File: src/rtl/vectored_int_ctrl.sv
// Vectored interrupt controller: per-channel edge/level capture, two-class fixed-priority
// arbitration, and a REQ/ACK/EOI handshake toward the processor.
//
// state   | meaning
// IDLE    | no request outstanding; arbitrate eligible channels each cycle
// REQ     | EIC_IntReq asserted with a frozen EIC_IntId, waiting for EIC_IntAck
// SERVICE | handler running (InService=1); waiting for an EOI write
module vectored_int_ctrl #(
  parameter int NUM_IRQ = 16,
  parameter int ID_W    = $clog2(NUM_IRQ)
) (
  input  logic               Sys_Clock,
  input  logic               Sys_Reset,
  input  logic [NUM_IRQ-1:0] IrqIn,
  input  logic               Sys_BlockSelect,
  input  logic [3:0]         Sys_RegAddress,
  input  logic               Sys_WrEn,
  input  logic               Sys_RdEn,
  input  logic [31:0]        Sys_WrData,
  output logic [31:0]        Sys_RdData,
  output logic               EIC_IntReq,
  output logic [ID_W-1:0]    EIC_IntId,
  input  logic               EIC_IntAck
);

  typedef enum logic [1:0] {
    IDLE    = 2'b00,
    REQ     = 2'b01,
    SERVICE = 2'b10
  } ctrlState;

  localparam logic [3:0] ADDR_ENABLE  = 4'd0;
  localparam logic [3:0] ADDR_MODE    = 4'd1;
  localparam logic [3:0] ADDR_PRIO    = 4'd2;
  localparam logic [3:0] ADDR_PENDING = 4'd3;
  localparam logic [3:0] ADDR_STATUS  = 4'd4;
  localparam logic [3:0] ADDR_EOI     = 4'd5;

  ctrlState           state;
  logic [NUM_IRQ-1:0] enableReg;
  logic [NUM_IRQ-1:0] modeReg;
  logic [NUM_IRQ-1:0] prioReg;
  logic [NUM_IRQ-1:0] pending;
  logic [NUM_IRQ-1:0] irqPrev;
  logic               inService;
  logic [ID_W-1:0]    serviceId;

  logic               wrStrobe;
  logic               rdStrobe;
  logic               w1cWrite;
  logic               eoiWrite;
  logic [NUM_IRQ-1:0] wrBits;
  logic [NUM_IRQ-1:0] edgeSet;
  logic [NUM_IRQ-1:0] w1cClr;
  logic [NUM_IRQ-1:0] ackClr;
  logic [NUM_IRQ-1:0] pendingNext;
  logic [NUM_IRQ-1:0] eligible;
  logic [NUM_IRQ-1:0] highEligible;
  logic [NUM_IRQ-1:0] winnerPool;
  logic [ID_W-1:0]    winnerId;
  logic               anyEligible;
  logic [31:0]        rdValue;
  logic               unusedWrBits;

  assign wrStrobe = Sys_BlockSelect & Sys_WrEn;
  assign rdStrobe = Sys_BlockSelect & Sys_RdEn;
  assign w1cWrite = wrStrobe && (Sys_RegAddress == ADDR_PENDING);
  assign eoiWrite = wrStrobe && (Sys_RegAddress == ADDR_EOI);
  assign wrBits   = Sys_WrData[NUM_IRQ-1:0];

  // Write-data bits above the channel count are intentionally dropped.
  assign unusedWrBits = ^Sys_WrData;

  assign edgeSet = IrqIn & ~irqPrev;
  assign w1cClr  = w1cWrite ? wrBits : '0;

  always_comb begin
    ackClr = '0;
    if (state == REQ && EIC_IntAck) begin
      for (int i = 0; i < NUM_IRQ; i++) begin
        if (EIC_IntId == ID_W'(i)) ackClr[i] = 1'b1;
      end
    end
  end

  // Edge channels: a new edge beats any same-cycle clear. Level channels track the pin.
  assign pendingNext = (modeReg & (edgeSet | (pending & ~(w1cClr | ackClr))))
                     | (~modeReg & IrqIn);

  assign eligible     = pending & enableReg;
  assign highEligible = eligible & prioReg;
  assign anyEligible  = |eligible;
  assign winnerPool   = (|highEligible) ? highEligible : eligible;

  always_comb begin
    winnerId = '0;
    for (int i = NUM_IRQ - 1; i >= 0; i--) begin
      if (winnerPool[i]) winnerId = ID_W'(i);
    end
  end

  always_comb begin
    rdValue = '0;
    case (Sys_RegAddress)
      ADDR_ENABLE:  rdValue[NUM_IRQ-1:0] = enableReg;
      ADDR_MODE:    rdValue[NUM_IRQ-1:0] = modeReg;
      ADDR_PRIO:    rdValue[NUM_IRQ-1:0] = prioReg;
      ADDR_PENDING: rdValue[NUM_IRQ-1:0] = pending;
      ADDR_STATUS: begin
        rdValue[31]        = inService;
        rdValue[9:8]       = state;
        rdValue[ID_W-1:0]  = serviceId;
      end
      default: rdValue = '0;
    endcase
  end

  always_ff @(posedge Sys_Clock or negedge Sys_Reset) begin
    if (!Sys_Reset) begin
      enableReg  <= '0;
      modeReg    <= '0;
      prioReg    <= '0;
      pending    <= '0;
      irqPrev    <= '0;
      Sys_RdData <= '0;
    end else begin
      irqPrev <= IrqIn;
      pending <= pendingNext;
      if (wrStrobe) begin
        case (Sys_RegAddress)
          ADDR_ENABLE: enableReg <= wrBits;
          ADDR_MODE:   modeReg   <= wrBits;
          ADDR_PRIO:   prioReg   <= wrBits;
          default:     ;
        endcase
      end
      if (rdStrobe) Sys_RdData <= rdValue;
    end
  end

  always_ff @(posedge Sys_Clock or negedge Sys_Reset) begin
    if (!Sys_Reset) begin
      state      <= IDLE;
      EIC_IntReq <= 1'b0;
      EIC_IntId  <= '0;
      inService  <= 1'b0;
      serviceId  <= '0;
    end else begin
      case (state)
        IDLE: begin
          if (anyEligible) begin
            EIC_IntId  <= winnerId;
            EIC_IntReq <= 1'b1;
            state      <= REQ;
          end
        end
        REQ: begin
          if (EIC_IntAck) begin
            EIC_IntReq <= 1'b0;
            serviceId  <= EIC_IntId;
            inService  <= 1'b1;
            state      <= SERVICE;
          end
        end
        SERVICE: begin
          EIC_IntReq <= 1'b0;
          if (eoiWrite) begin
            inService <= 1'b0;
            state     <= IDLE;
          end
        end
        default: begin
          EIC_IntReq <= 1'b0;
          state      <= IDLE;
        end
      endcase
    end
  end

endmodule

File: config.mk
export PLATFORM = sky130hd
export DESIGN_NAME = vectored_int_ctrl
export DESIGN_NICKNAME = d
export VERILOG_FILES = /design/src/rtl/vectored_int_ctrl.sv
export SDC_FILE = /design/constraint.sdc
export NUM_CORES = 1
export LEC_CHECK = 0
export CORE_MARGIN = 5
export CORE_UTILIZATION = 48
export DETAILED_ROUTE_END_ITERATION = 10
export PLACE_DENSITY = 0.83
export RECOVER_POWER = 100
export SYNTH_ARGS = -nofsm -noshare
export SYNTH_HDL_FRONTEND = slang
export SYNTH_SLANG_ARGS = --single-unit
export TNS_END_PERCENT = 100
File: constraint.sdc
create_clock -name Sys_Clock -period 2 [get_ports Sys_Clock]
set_input_delay 0.3 -clock Sys_Clock [delete_from_list [all_inputs] [get_ports Sys_Clock]]
set_output_delay 0.3 -clock Sys_Clock [all_outputs]
set_load 0.02 [all_outputs]
Word-level counts from Yosys, hierarchy flattened
Cells that the tools add are included.
{"block": "classes", "n_eq_ne": 25, "mux": 50, "bitwise_logic": 14, "n_reduce_logical": 17}
{"cell": "bitwise AND 16 bit", "count": 6}
{"cell": "2-to-1 mux 4 bit", "count": 16}
{"cell": "2-to-1 mux 16 bit", "count": 3}
{"cell": "NOT 16 bit", "count": 3}
{"cell": "OR 16 bit", "count": 3}
{"cell": "== test 4 bit (second input constant)", "count": 8}
{"cell": "OR reduction 16 bit", "count": 2}
{"cell": "== test 4 x 3 -> 1 bit (second input constant)", "count": 6}
{"cell": "one-hot mux 6 bit (4 select lines)", "count": 1}
{"cell": "2-to-1 mux 1 bit", "count": 21}
{"cell": "one-hot mux 4 bit (5 select lines)", "count": 1}
{"cell": "== test 4 x 2 -> 1 bit (second input constant)", "count": 4}
{"cell": "one-hot mux 4 bit (4 select lines)", "count": 1}
{"cell": "AND reduction 2 bit", "count": 6}
{"cell": "one-hot mux 2 bit (5 select lines)", "count": 1}
{"cell": "== test 4 x 1 -> 1 bit (second input constant)", "count": 2}
{"cell": "zero test 4 bit", "count": 2}
{"cell": "2-to-1 mux 2 bit", "count": 3}
{"cell": "inequality test 2 bit (second input constant)", "count": 3}
{"cell": "one-hot mux 2 bit (3 select lines)", "count": 1}
{"cell": "AND reduction 3 bit", "count": 2}
{"cell": "one-hot mux 1 bit (2 select lines)", "count": 2}
{"cell": "logical AND 1 bit", "count": 3}
{"cell": "bitwise AND 1 bit", "count": 2}
{"cell": "other kinds (4)", "count": 4}
{"block": "word_totals", "regBits": 109, "output_inout_bits": 37, "elab_cells": 117}

Longest topological paths before layout
Gate-level depths: netlist of the first run.
{"block": "depth", "ltp_word": 20, "ltp_mapped": 8, "ltp_nobuf": 7}

Worst setup path before layout of the first run
Ideal clock, no wire load.
{"block": "synth_path", "path_type": "reg2reg", "from": "reg pending[0]", "to": "reg EIC_IntId[0]", "setup_time_ns": 0.125, "arrival_time_ns": 1.820, "path_slack_ns": 0.055, "path_stages_with_launch": 9, "path_buffers": 1, "period_less_slack_ns": 1.945, "cell_sequence": "dfrtp_1 -> nand3_1 -> nand4_2 -> nor4_4 -> buf_6 -> o211ai_1 -> mux2_2 -> nand3b_2 -> o31ai_2"}
{"block": "synth_via", "elab_chain_len": 20}
{"element": "start: declaration", "line": "43", "source": "logic [NUM_IRQ-1:0] pending;"}
{"element": "start signal: assignment", "line": "128", "source": "pending <= pendingNext;"}
{"element": "bitwise AND 16 bit (*)", "line": "90", "source": "assign eligible = pending & enableReg;"}
{"element": "bitwise AND 16 bit", "line": "91", "source": "assign highEligible = eligible & prioReg;"}
{"element": "OR reduction 16 bit", "line": "93", "source": "assign winnerPool = (|highEligible) ? highEligible : eligible;"}
{"element": "2-to-1 mux 16 bit", "line": "93"}
{"element": "2-to-1 mux 4 bit (16 in series)", "line": "98", "source": "if (winnerPool[i]) winnerId = ID_W'(i);"}
{"element": "end signal: assignment", "line": "152", "source": "EIC_IntId <= winnerId;"}
{"element": "end: declaration", "line": "22", "source": "output logic [ID_W-1:0] EIC_IntId,"}
Mark *: on every way between the ends. The rest lies on a longest branch, timed or not.
A chain may end at the register's enable or synchronous reset.

Worst setup path in the final report of the first run
{"block": "layout_path", "from": "reg pending[9]", "to": "reg EIC_IntId[0]"}
The elaborated chain is that of the path after synthesis.

==> results of run 1 <==
[critical path: stages (launching register included)]
cell      delay, ps
dfrtp_1         430
nand3_2         110
nand4_1         160
nor4_4          330
buf_4           200
o211ai_1        170
o211ai_1        220
a21oi_1         110
o31ai_2         270
[cell usage in the layout, fill, tap and decap left out, types with 9 or more instances in the layout]
| cell type | Yosys | routed |
|---|---|---|
| mux2_2 | 49 | 49 |
| dfrtp_1 | 109 | 106 |
| o211ai_1 | 14 | 14 |
| dlygate4sd3_1 | 0 | 38 |
| buf_4 | 17 | 89 |
| nand2_1 | 51 | 51 |
| clkbuf_1 | 10 | 11 |
| o31ai_1 | 12 | 12 |
| mux2i_1 | 10 | 10 |
| nand3_1 | 17 | 14 |
| clkbuf_8 | 0 | 9 |
| a22oi_1 | 25 | 24 |
| clkdlybuf4s50_1 | 0 | 25 |
| a32o_1 | 16 | 16 |
| nor2_1 | 16 | 16 |
| conb_1 | 1 | 15 |
| a221oi_1 | 11 | 10 |
[synthesized netlist by cell type (all sizes together), types with 4 or more instances]
cell,count
o211a,5
o31ai,13
mux2i,10
nand4,7
a32o,16
a21oi,8
nand3,18
a22oi,25
o211ai,16
a21o,6
dfrtp,109
and3,6
mux2,49
clkbuf,11
a221oi,12
a32oi,4
nor2b,4
nand2,51
and2,6
a222oi,6
nor3b,4
buf,26
nor2,16
[cell families (layout without fill, tap and decap cells)]
family	after synthesis	count (layout)	share of synthesized area [%]
AOI/OAI and AO/OA	123	123	19.38
and+or+nand+nor	121	121	11.73
DFF	109	109	52.09
muxes	59	59	12.45
buffers and inverters	38	186	4.277
other	1	15	0.07162
[final cells by class]
| class | instances | area, um^2 | area share [%] |
|---|---|---|---|
| Clock buffer | 11 | 131.4 | 1.918 |
| Clock inverter | 4 | 50.05 | 0.7307 |
| Inverter | 1 | 3.754 | 0.05480 |
| Multi-Input combinational cell | 318 | 2366 | 34.55 |
| Sequential cell | 109 | 2731 | 39.88 |
| Tap cell | 140 | 175.2 | 2.558 |
| Timing Repair Buffer | 170 | 1391 | 20.31 |
[power by group through the flow]
| stage | Clock [uW] | Sequential (uW) | Combinational (uW) |
|---|---|---|---|
| finish | 1310 | 2980 | 2430 |
| global route | 1410 | 3020 | 2630 |
| CTS | 1330 | 2970 | 2440 |
| detailed placement | 0 | 3010 | 2360 |
| global placement | 0 | 2980 | 2300 |
| floorplan | 0 | 3020 | 1120 |
[per-stage QoR]
step | cells | setup TNS (ps) | setup slack (ps)
after floorplan | 465 | 0 | 55.15
after global placement | 729 | -8768 | -166.7
after detailed placement | 729 | -10170 | -193.2
after CTS | 749 | -120.5 | -43.97
after global routing | 753 | -5758 | -219.9
final | 753 | -157.4 | -103.3
[worst max-delay path by stage]
stage / start / to / slack, ps
finish: pending[9]$_DFF_PN0_ / EIC_IntId[0]$_DFFE_PN0P_ / -100
global route: pending[9]$_DFF_PN0_ / EIC_IntId[0]$_DFFE_PN0P_ / -220
CTS: pending[9]$_DFF_PN0_ / EIC_IntId[0]$_DFFE_PN0P_ / -40
detailed placement: Sys_RegAddress[0] / pending[8]$_DFF_PN0_ / -190
global placement: Sys_RegAddress[0] / pending[4]$_DFF_PN0_ / -170
floorplan: pending[0]$_DFF_PN0_ / EIC_IntId[0]$_DFFE_PN0P_ / 60
[sequential cells by signal (all words and copies together) (netlist names)]
| register | cells |
|---|---|
| EIC_IntId | 4 |
| EIC_IntReq | 1 |
| Sys_RdData | 17 |
| enableReg | 16 |
| inService | 1 |
| irqPrev | 16 |
| modeReg | 16 |
| pending | 16 |
| prioReg | 16 |
| serviceId | 4 |
| state | 2 |
[layer usage]
metal	up-vias	wire length, um	global-route usage (%)
li1	2022	-	-
met1	2244	6367	31.09
met2	196	7465	39.74
met3	41	1276	6.078
met4	0	521	11.40
met5	-	0	0
[repair_timing]
action / CTS / global route
buffers inserted: 4 / 4
gates resized for setup: 5 / 5
hold endpoints to repair: 32 / 0
setup endpoints to repair: 5 / 10
hold buffers: 1 / 0
pin swaps: 6 / 4
==> qor.yml, run 1 <==
synth:
  yosysWarnings: 0
  ys.flop_type: "dfrtp_1"
  synth.area.top_cells: "dfrtp_1 (52%), mux2_2 (11%), nand2_1 (3.7%), a22oi_1 (3.6%), a32o_1 (3.1%)"
  synth_cells: 451
  yosysUniqueCellTypes: 53
  ys_ff_latch: 109
  yosys.area.top_type_share_pct: 52.09
  synth_top_cell_by_area: "dfrtp_1"
  synth_edf_count: 0
  synth_seq_area_share_pct: 52.09
  synth_area_per_cell_um2: 11.61
  syn_area_um2: 5236
  async_flop_share_pct: 100.0
placement:
  placed_area_um2: 6658
  dp_hpwl_mm: 11.86
  routabilityCongestion: 0.9377
  io_buffers: 63
finish:
  syn2layout_area_growth_pct: 30.80
  finalInstanceArea_um2: 6849
  finish.utilization_pct: 63.74
  drive_gt1_share_pct: 29.53
  antennaDiodeCount: 0
  fillCellCount: 859
  finalNetCount: 667
routing:
  drt_wl_total_mm: 15.63
  via_count: 4503
  via_per_inst: 5.980
  routedWlPerCell_um: 20.76
  route.detailed.drc: 0
  first_iter_violations: 508
  postRouteAntennaNets: 0
  dr.pass1.iters: 5
timing:
  finalWorstSetupSlack_ps: -103.3
  hold_ws_ps: 480.4
  period_share_pct: 105.2
  worstMarginPinSlew_ps: 853.0
  hold_violations: 0
  max_freq_mhz: 475.4
  rsz0062_at_grt: "true"
  slew_headroom_pct: 43.13
  clock_skew_ps: 9.045
  drv_slew: 0
  min_period_ps: 2103
  setup_viol: 3
power:
  intPower_uw: 4364
  finalPower_uw: 6727
  power_frac_clock_pct: 19.5
  p_per_area_nw_per_um2: 982.1
  p_sw_share_pct: 35.13
  vdd_drop_max_mv: 0.4312
  p_comb_share_pct: 36.2
  leakagePower_uw: 0.003126
  p_sw_uw: 2363
  seqPwrFrac_pct: 44.3
clock_network:
  cts_buffers: 9
  clkTransAtPathRegs_ps: 100
  cts-root-buf: "clkbuf_8"
  clk_latency_ps: 380
  cts_tree: "yes"
  h-tree-depth: 3
  clk_path_buf_depth: 2
  cts_sinks: 109
worst_setup_path:
  path_max_fanout: 6
  cp_data_required_time_ps: 2290
  cp-end-kind: "flip-flop"
  startpoint_type: "flip-flop"
  cp.arrival_ps: 2390
  worstSetupPathType: "flip-flop to flip-flop"
  r2r.worst_path.cells: 8
  timing.rr.start: "pending[9]$_DFF_PN0_"
  reg2reg_to: "EIC_IntId[0]$_DFFE_PN0P_"
  worst-r2r-setup-slack_ps: -100
floorplanning:
  core_region_area_um2: 10750
  die_w_um: 114.4
  die_area_um2: 13100
  io-pin-count: 95
  start_util_pct: 48.73
  num_rows: 38
  die-height_um: 114.4
min_path:
  hp-start: "Sys_RdData[12]$_DFFE_PN0P_"
  whs_path_depth: 2
  hold_class: "flip-flop to flip-flop"
  hold_end: "Sys_RdData[12]$_DFFE_PN0P_"
global_routing:
  grt_max_degree: 46
  grt.overflow.total: 0
  grt_pass1_wl_mm: 24.57
  grt_usage_pct: 24.60
  grt_antenna_before_repair: 0
  grt_pass1_vias: 4698
status:
  status: "finished, violations left"
  violations: "negative setup slack"
flow_run:
  drv_cap: 0
Power figures use the tool's default switching activity.
==> run 2: changes to the inputs <==
- CTS_CLUSTER_SIZE: unset -> 12
==> results of run 2 <==
Same layout as run 1: the final DEF is identical, and so are final timing and power.
